## config.mk

```make
export PLATFORM = sky130hd
export DESIGN_NAME = mfp_div_seq
export DESIGN_NICKNAME = d
export VERILOG_FILES = /design/src/rtl/mfp_div_seq_pkg.sv /design/src/rtl/mfp_div_step.sv /design/src/rtl/mfp_div_seq.sv
export SDC_FILE = /design/constraint.sdc
export NUM_CORES = 1
export LEC_CHECK = 0
export ABC_AREA = 1
export BUFFER_PORTS_ARGS = -buffer_cell sky130_fd_sc_hd__buf_2
export CAP_MARGIN = 0
export CORE_MARGIN = 3
export CORE_UTILIZATION = 45
export DETAILED_ROUTE_END_ITERATION = 12
export PLACE_DENSITY = 0.75
export SYNTH_ARGS = -nofsm -noshare
export SYNTH_HDL_FRONTEND = slang
export SYNTH_SLANG_ARGS = --single-unit
```

## constraint.sdc

```tcl
create_clock -name clk -period 2.9 [get_ports clk]
set_input_delay 0.435 -clock clk [delete_from_list [all_inputs] [get_ports clk]]
set_output_delay 0.435 -clock clk [all_outputs]
set_load 0.1 [all_outputs]
```

## src/rtl/mfp_div_seq_pkg.sv

```systemverilog
// Shared MFixPoint definitions for the sequential divider: FSM encoding and
// saturation limits for a given output width and signedness.
package mfp_div_seq_pkg;

  typedef enum logic [1:0] {
    IDLE,
    CALC,
    FIX,
    DONE
  } state_t;

  function automatic longint sat_max(input int unsigned w, input bit uns);
    return uns ? (longint'(1) << w) - 1 : (longint'(1) << (w - 1)) - 1;
  endfunction

  function automatic longint sat_min(input int unsigned w, input bit uns);
    return uns ? longint'(0) : -(longint'(1) << (w - 1));
  endfunction

endpackage

```

## src/rtl/mfp_div_step.sv

```systemverilog
// One restoring-division step: shift the next dividend bit into the partial
// remainder and subtract the divisor when it fits.
module mfp_div_step #(
  parameter int W = 8
) (
  input  logic [W:0]   rem,
  input  logic         dvd_bit,
  input  logic [W-1:0] dsr,
  output logic [W:0]   rem_next,
  output logic         qbit
);

  logic [W+1:0] part;

  always_comb begin
    part     = {rem, dvd_bit};
    qbit     = (part >= (W+2)'(dsr));
    rem_next = (W+1)'(qbit ? part - (W+2)'(dsr) : part);
  end

endmodule

```

## src/rtl/mfp_div_seq.sv

```systemverilog
// Sequential restoring fixed-point divider with valid/ready handshake,
// sign application and MFixPoint-style saturation of the quotient.
module mfp_div_seq
  import mfp_div_seq_pkg::*;
#(
  parameter int In1W       = 8,
  parameter int In2W       = 8,
  parameter int OutW       = 8,
  parameter int FracShift  = 0,
  parameter int isUnsigned = 0
) (
  input  logic            clk,
  input  logic            rst,
  input  logic            in_valid,
  output logic            in_ready,
  input  logic [In1W-1:0] in1,
  input  logic [In2W-1:0] in2,
  output logic            out_valid,
  input  logic            out_ready,
  output logic [OutW-1:0] out,
  output logic            sat,
  output logic            div0
);

  localparam int ItW  = In1W + FracShift;
  localparam int CntW = $clog2(ItW + 1);
  localparam longint OMAX = sat_max(OutW, isUnsigned != 0);
  localparam longint OMIN = sat_min(OutW, isUnsigned != 0);

  state_t            state;
  logic [CntW-1:0]   cnt;
  logic [In1W-1:0]   raw1;
  logic [In2W-1:0]   raw2;
  logic [ItW-1:0]    dvd;
  logic [In2W-1:0]   dsr;
  logic [In2W:0]     rem;
  logic              div0_r;

  logic              neg1, neg2, sign;
  logic [In1W-1:0]   mag1;
  logic [In2W-1:0]   mag2;
  logic [In2W:0]     rem_next;
  logic              qbit;
  longint            qx;
  logic [OutW-1:0]   fix_out;
  logic              fix_sat;

  always_comb begin
    neg1 = (isUnsigned == 0) && raw1[In1W-1];
    neg2 = (isUnsigned == 0) && raw2[In2W-1];
    sign = neg1 ^ neg2;
    mag1 = neg1 ? -raw1 : raw1;
    mag2 = neg2 ? -raw2 : raw2;
  end

  mfp_div_step #(.W(In2W)) u_step (
    .rem      (rem),
    .dvd_bit  (dvd[ItW-1]),
    .dsr      (dsr),
    .rem_next (rem_next),
    .qbit     (qbit)
  );

  // dvd doubles as the quotient register: dividend bits shift out of the MSB
  // while quotient bits shift in at the LSB.
  always_comb begin
    qx      = sign ? -longint'(dvd) : longint'(dvd);
    fix_sat = 1'b0;
    fix_out = OutW'(qx);
    if (div0_r) begin
      fix_sat = 1'b1;
      fix_out = ((isUnsigned != 0) || !neg1) ? OutW'(OMAX) : OutW'(OMIN);
    end else if (qx > OMAX) begin
      fix_sat = 1'b1;
      fix_out = OutW'(OMAX);
    end else if (qx < OMIN) begin
      fix_sat = 1'b1;
      fix_out = OutW'(OMIN);
    end
  end

  always_ff @(posedge clk) begin
    if (rst) begin
      state     <= IDLE;
      cnt       <= '0;
      raw1      <= '0;
      raw2      <= '0;
      dvd       <= '0;
      dsr       <= '0;
      rem       <= '0;
      div0_r    <= 1'b0;
      in_ready  <= 1'b1;
      out_valid <= 1'b0;
      out       <= '0;
      sat       <= 1'b0;
      div0      <= 1'b0;
    end else begin
      case (state)
        IDLE: begin
          if (in_valid) begin
            raw1     <= in1;
            raw2     <= in2;
            div0_r   <= (in2 == '0);
            cnt      <= '0;
            in_ready <= 1'b0;
            state    <= CALC;
          end
        end
        CALC: begin
          // Operands are captured raw; magnitudes are formed in the first
          // CALC cycle, followed by ItW restoring iterations.
          if (cnt == '0) begin
            dvd <= ItW'(mag1) << FracShift;
            dsr <= mag2;
            rem <= '0;
            cnt <= cnt + 1'b1;
          end else begin
            rem <= rem_next;
            dvd <= {dvd[ItW-2:0], qbit};
            if (cnt == CntW'(ItW)) state <= FIX;
            else                   cnt   <= cnt + 1'b1;
          end
        end
        FIX: begin
          out       <= fix_out;
          sat       <= fix_sat;
          div0      <= div0_r;
          out_valid <= 1'b1;
          state     <= DONE;
        end
        DONE: begin
          if (out_ready) begin
            out_valid <= 1'b0;
            in_ready  <= 1'b1;
            state     <= IDLE;
          end
        end
        default: state <= IDLE;
      endcase
    end
  end

endmodule

```

==> impl_metrics.toml <==
[timing]
final.period_utilization = 0.714
rsz0062_at_grt = "no"
max_slew_margin = 0.434
worst_slack_ps = 829
min_period_ps = 2070
skew_ps = 9.22
finalSetupViolCount = 0
fin_tns_setup_ps = 0
worstMarginPinSlew_ps = 847
finalHoldViolations = 0
fmax_ghz = 0.483
worst_hold_slack_ps = 364
slew_violations = 0

[layout]
seqCellArea_mm2 = 0.00120
multi_input_area_mm2 = 0.00189
syn2layout_area_growth_pct = 12.3
finalInstanceArea_mm2 = 0.00392
antenna_cells = 0
fin_nets = 575
layout-drive-gt1-share = 0.146
fill_cells = 705

[die]
die-width_um = 94.0
fp-row-count = 31
die-height_um = 94.0
design.die.area_mm2 = 0.00884
initial_core_util = 0.473
coreArea_mm2 = 0.00737
num_io_pins = 32

[detailed_routing]
drt_iter0_drc = 293
vias_per_cell = 5.11
drt_pass1_iterations = 4
drt-total-wl_mm = 8.04
wl_per_cell_um = 12.6
route.antenna.remaining_nets = 0
drc = 0
vias = 3269

[clock_network]
clock-sinks = 60
cts_tree = "done"
htreeDepth = 3
cts_resized = 0
clock-root-buffer = "clkbuf_8"
cts_hold_buf = 0
clockBufferDepth = 2
insertion_delay_ps = 350
post-cts-setup-buffer-count = 0
clkTransAtPathRegs_ps = 70
cts_buffers = 9

[worst_setup_path]
critPathMaxFanout = 10
end_kind = "flip-flop"
startpoint_type = "flip-flop"
worstSetupPathType = "flip-flop to flip-flop"
cp_data_arrival_time_ps = 2340
crit_required_ps = 3170

[grt]
grt_overflow = 0
antenna_found_initial = 0
grt_first_pass_wirelength_mm = 13.8
grtUsageTotal = 0.196
grt_pass1_vias = 3158
grt_max_degree = 34

[placement]
port_buffers = 31
hpwl_mm = 6.04
gp_congestion = 0.899
dpl_worst_slack_ps = 872
post_dp_cell_area_mm2 = 0.00370

[outcome]
status = "complete, no violations"

[logic_synthesis]
synth_area_mm2 = 0.00349
yosysWarningCount = 0
synth_seq_cells = 60
synth_area_per_cell_um2 = 6.86
ys_seq_area_frac = 0.345
syn-num-nets = 547
synthCells = 508
synth_cell_types = 41

[min_path]
hp-class = "input pin to flip-flop"

[job]
maxCapViolCount = 0
cell type report:
type,instances,share of cell area
clock buffer,10,0.0326
multi-input combinational,351,0.484
tap,99,0.0316
clock inverter,6,0.0227
timing repair buffer,33,0.0435
sequential,60,0.307
inverter,81,0.0789
cells in the mapped netlist, drive strengths merged:
library cell	count	area [um2]
dfxtp	60	1200
nor3	7	35.0
a21o	2	15.0
a21oi	45	225
nor4	2	12.5
a31oi	6	37.5
a32oi	1	8.76
or2	3	21.3
nor2	45	174
nand3b	2	15.0
nand3	25	125
xor2	8	70.1
o21a	1	7.51
buf	7	47.6
xnor2	2	17.5
inv	81	309
o221ai	3	26.3
a22oi	1	7.51
and3	1	6.26
o21ai	44	220
nand4	3	33.8
ha	18	225
fa	1	20.0
a211oi	4	30.0
a21boi	1	18.8
clkbuf	9	33.8
o22ai	6	37.5
o211ai	1	7.51
nand2	119	497
sequential cells by signal, summed over array words and instances, names as in the netlist:
| signal | count |
|---|---|
| div0_r | 1 |
| out | 8 |
| cnt | 4 |
| raw1 | 8 |
| raw2 | 8 |
| state | 2 |
| div0 | 1 |
| out_valid | 1 |
| dvd | 8 |
| sat | 1 |
| rem | 9 |
| in_ready | 1 |
| dsr | 8 |
logic make-up (layout without fill, tap and decap cells):
| logic type | count (synthesis) | count (layout) | share of synthesized area |
|---|---|---|---|
| DFF | 60 | 60 | 0.345 |
| AOI/OAI and AO/OA | 115 | 115 | 0.184 |
| adders and majority gates | 19 | 19 | 0.0704 |
| and+or+nand+nor | 207 | 207 | 0.264 |
| buffers and inverters | 97 | 130 | 0.112 |
| xor gates and xnor gates | 10 | 10 | 0.0251 |
layout by cell type, fill, tap and decap left out, types with 2 or more instances in the layout:
cell	count
o21ai_0	35
bufinv_16	2
nor2_1	43
a21oi_1	45
a211oi_1	4
nor2_2	2
nand3b_1	2
ha_1	18
buf_2	31
o21ai_1	9
inv_1	66
clkinvlp_4	2
nor4_1	2
nand2_2	5
o221ai_1	3
buf_4	2
o22ai_1	6
clkbuf_8	9
nand3_1	25
nor3_1	7
nand2_1	109
xnor2_1	2
nand2_4	5
a31oi_1	6
xor2_1	8
nand4_1	2
inv_2	14
a21o_1	2
dfxtp_1	60
worst paths after layout:
kind	end	slack (ps)	depth (start not counted)	startpoint
hold / removal	raw1[2]	360	3	in1[2]
setup reg to reg	rem[7]	830	12	dvd[7]
hold reg to reg	rem[8]	460	2	rem[8]
setup / recovery	rem[7]	830	12	dvd[7]
worst max-delay path, stage by stage, from the launching register on:
cell and delay [ps]:
dfxtp_1 360, inv_1 130, ha_1 250, fa_1 410
inv_1 70, nand3_1 60, nand2_1 140, nand2_2 110
nand4_4 130, nand2_1 90, nand2_1 90, nand2_1 50
a21oi_1 110
through the flow:
step | utilization | cells
2_1_floorplan | - | 508
3_3_place_gp | 0.502 | 624
3_5_place_dp | 0.502 | 624
4_1_cts | 0.531 | 640
5_1_grt | 0.531 | 640
6_report | 0.531 | 640
per-layer routing:
metal,global-route usage,vias to the layer above,part of all wire,wire [um]
met2,0.325,83,0.46,3720
met3,0.0465,18,0.049,398
li1,-,1712,-,-
met4,0.0746,0,0.024,194
met5,0,-,0,0
met1,0.246,1456,0.46,3730
Power is not shown: default switching activity piles up to over one toggle a cycle in this logic, so the estimate is an artifact.
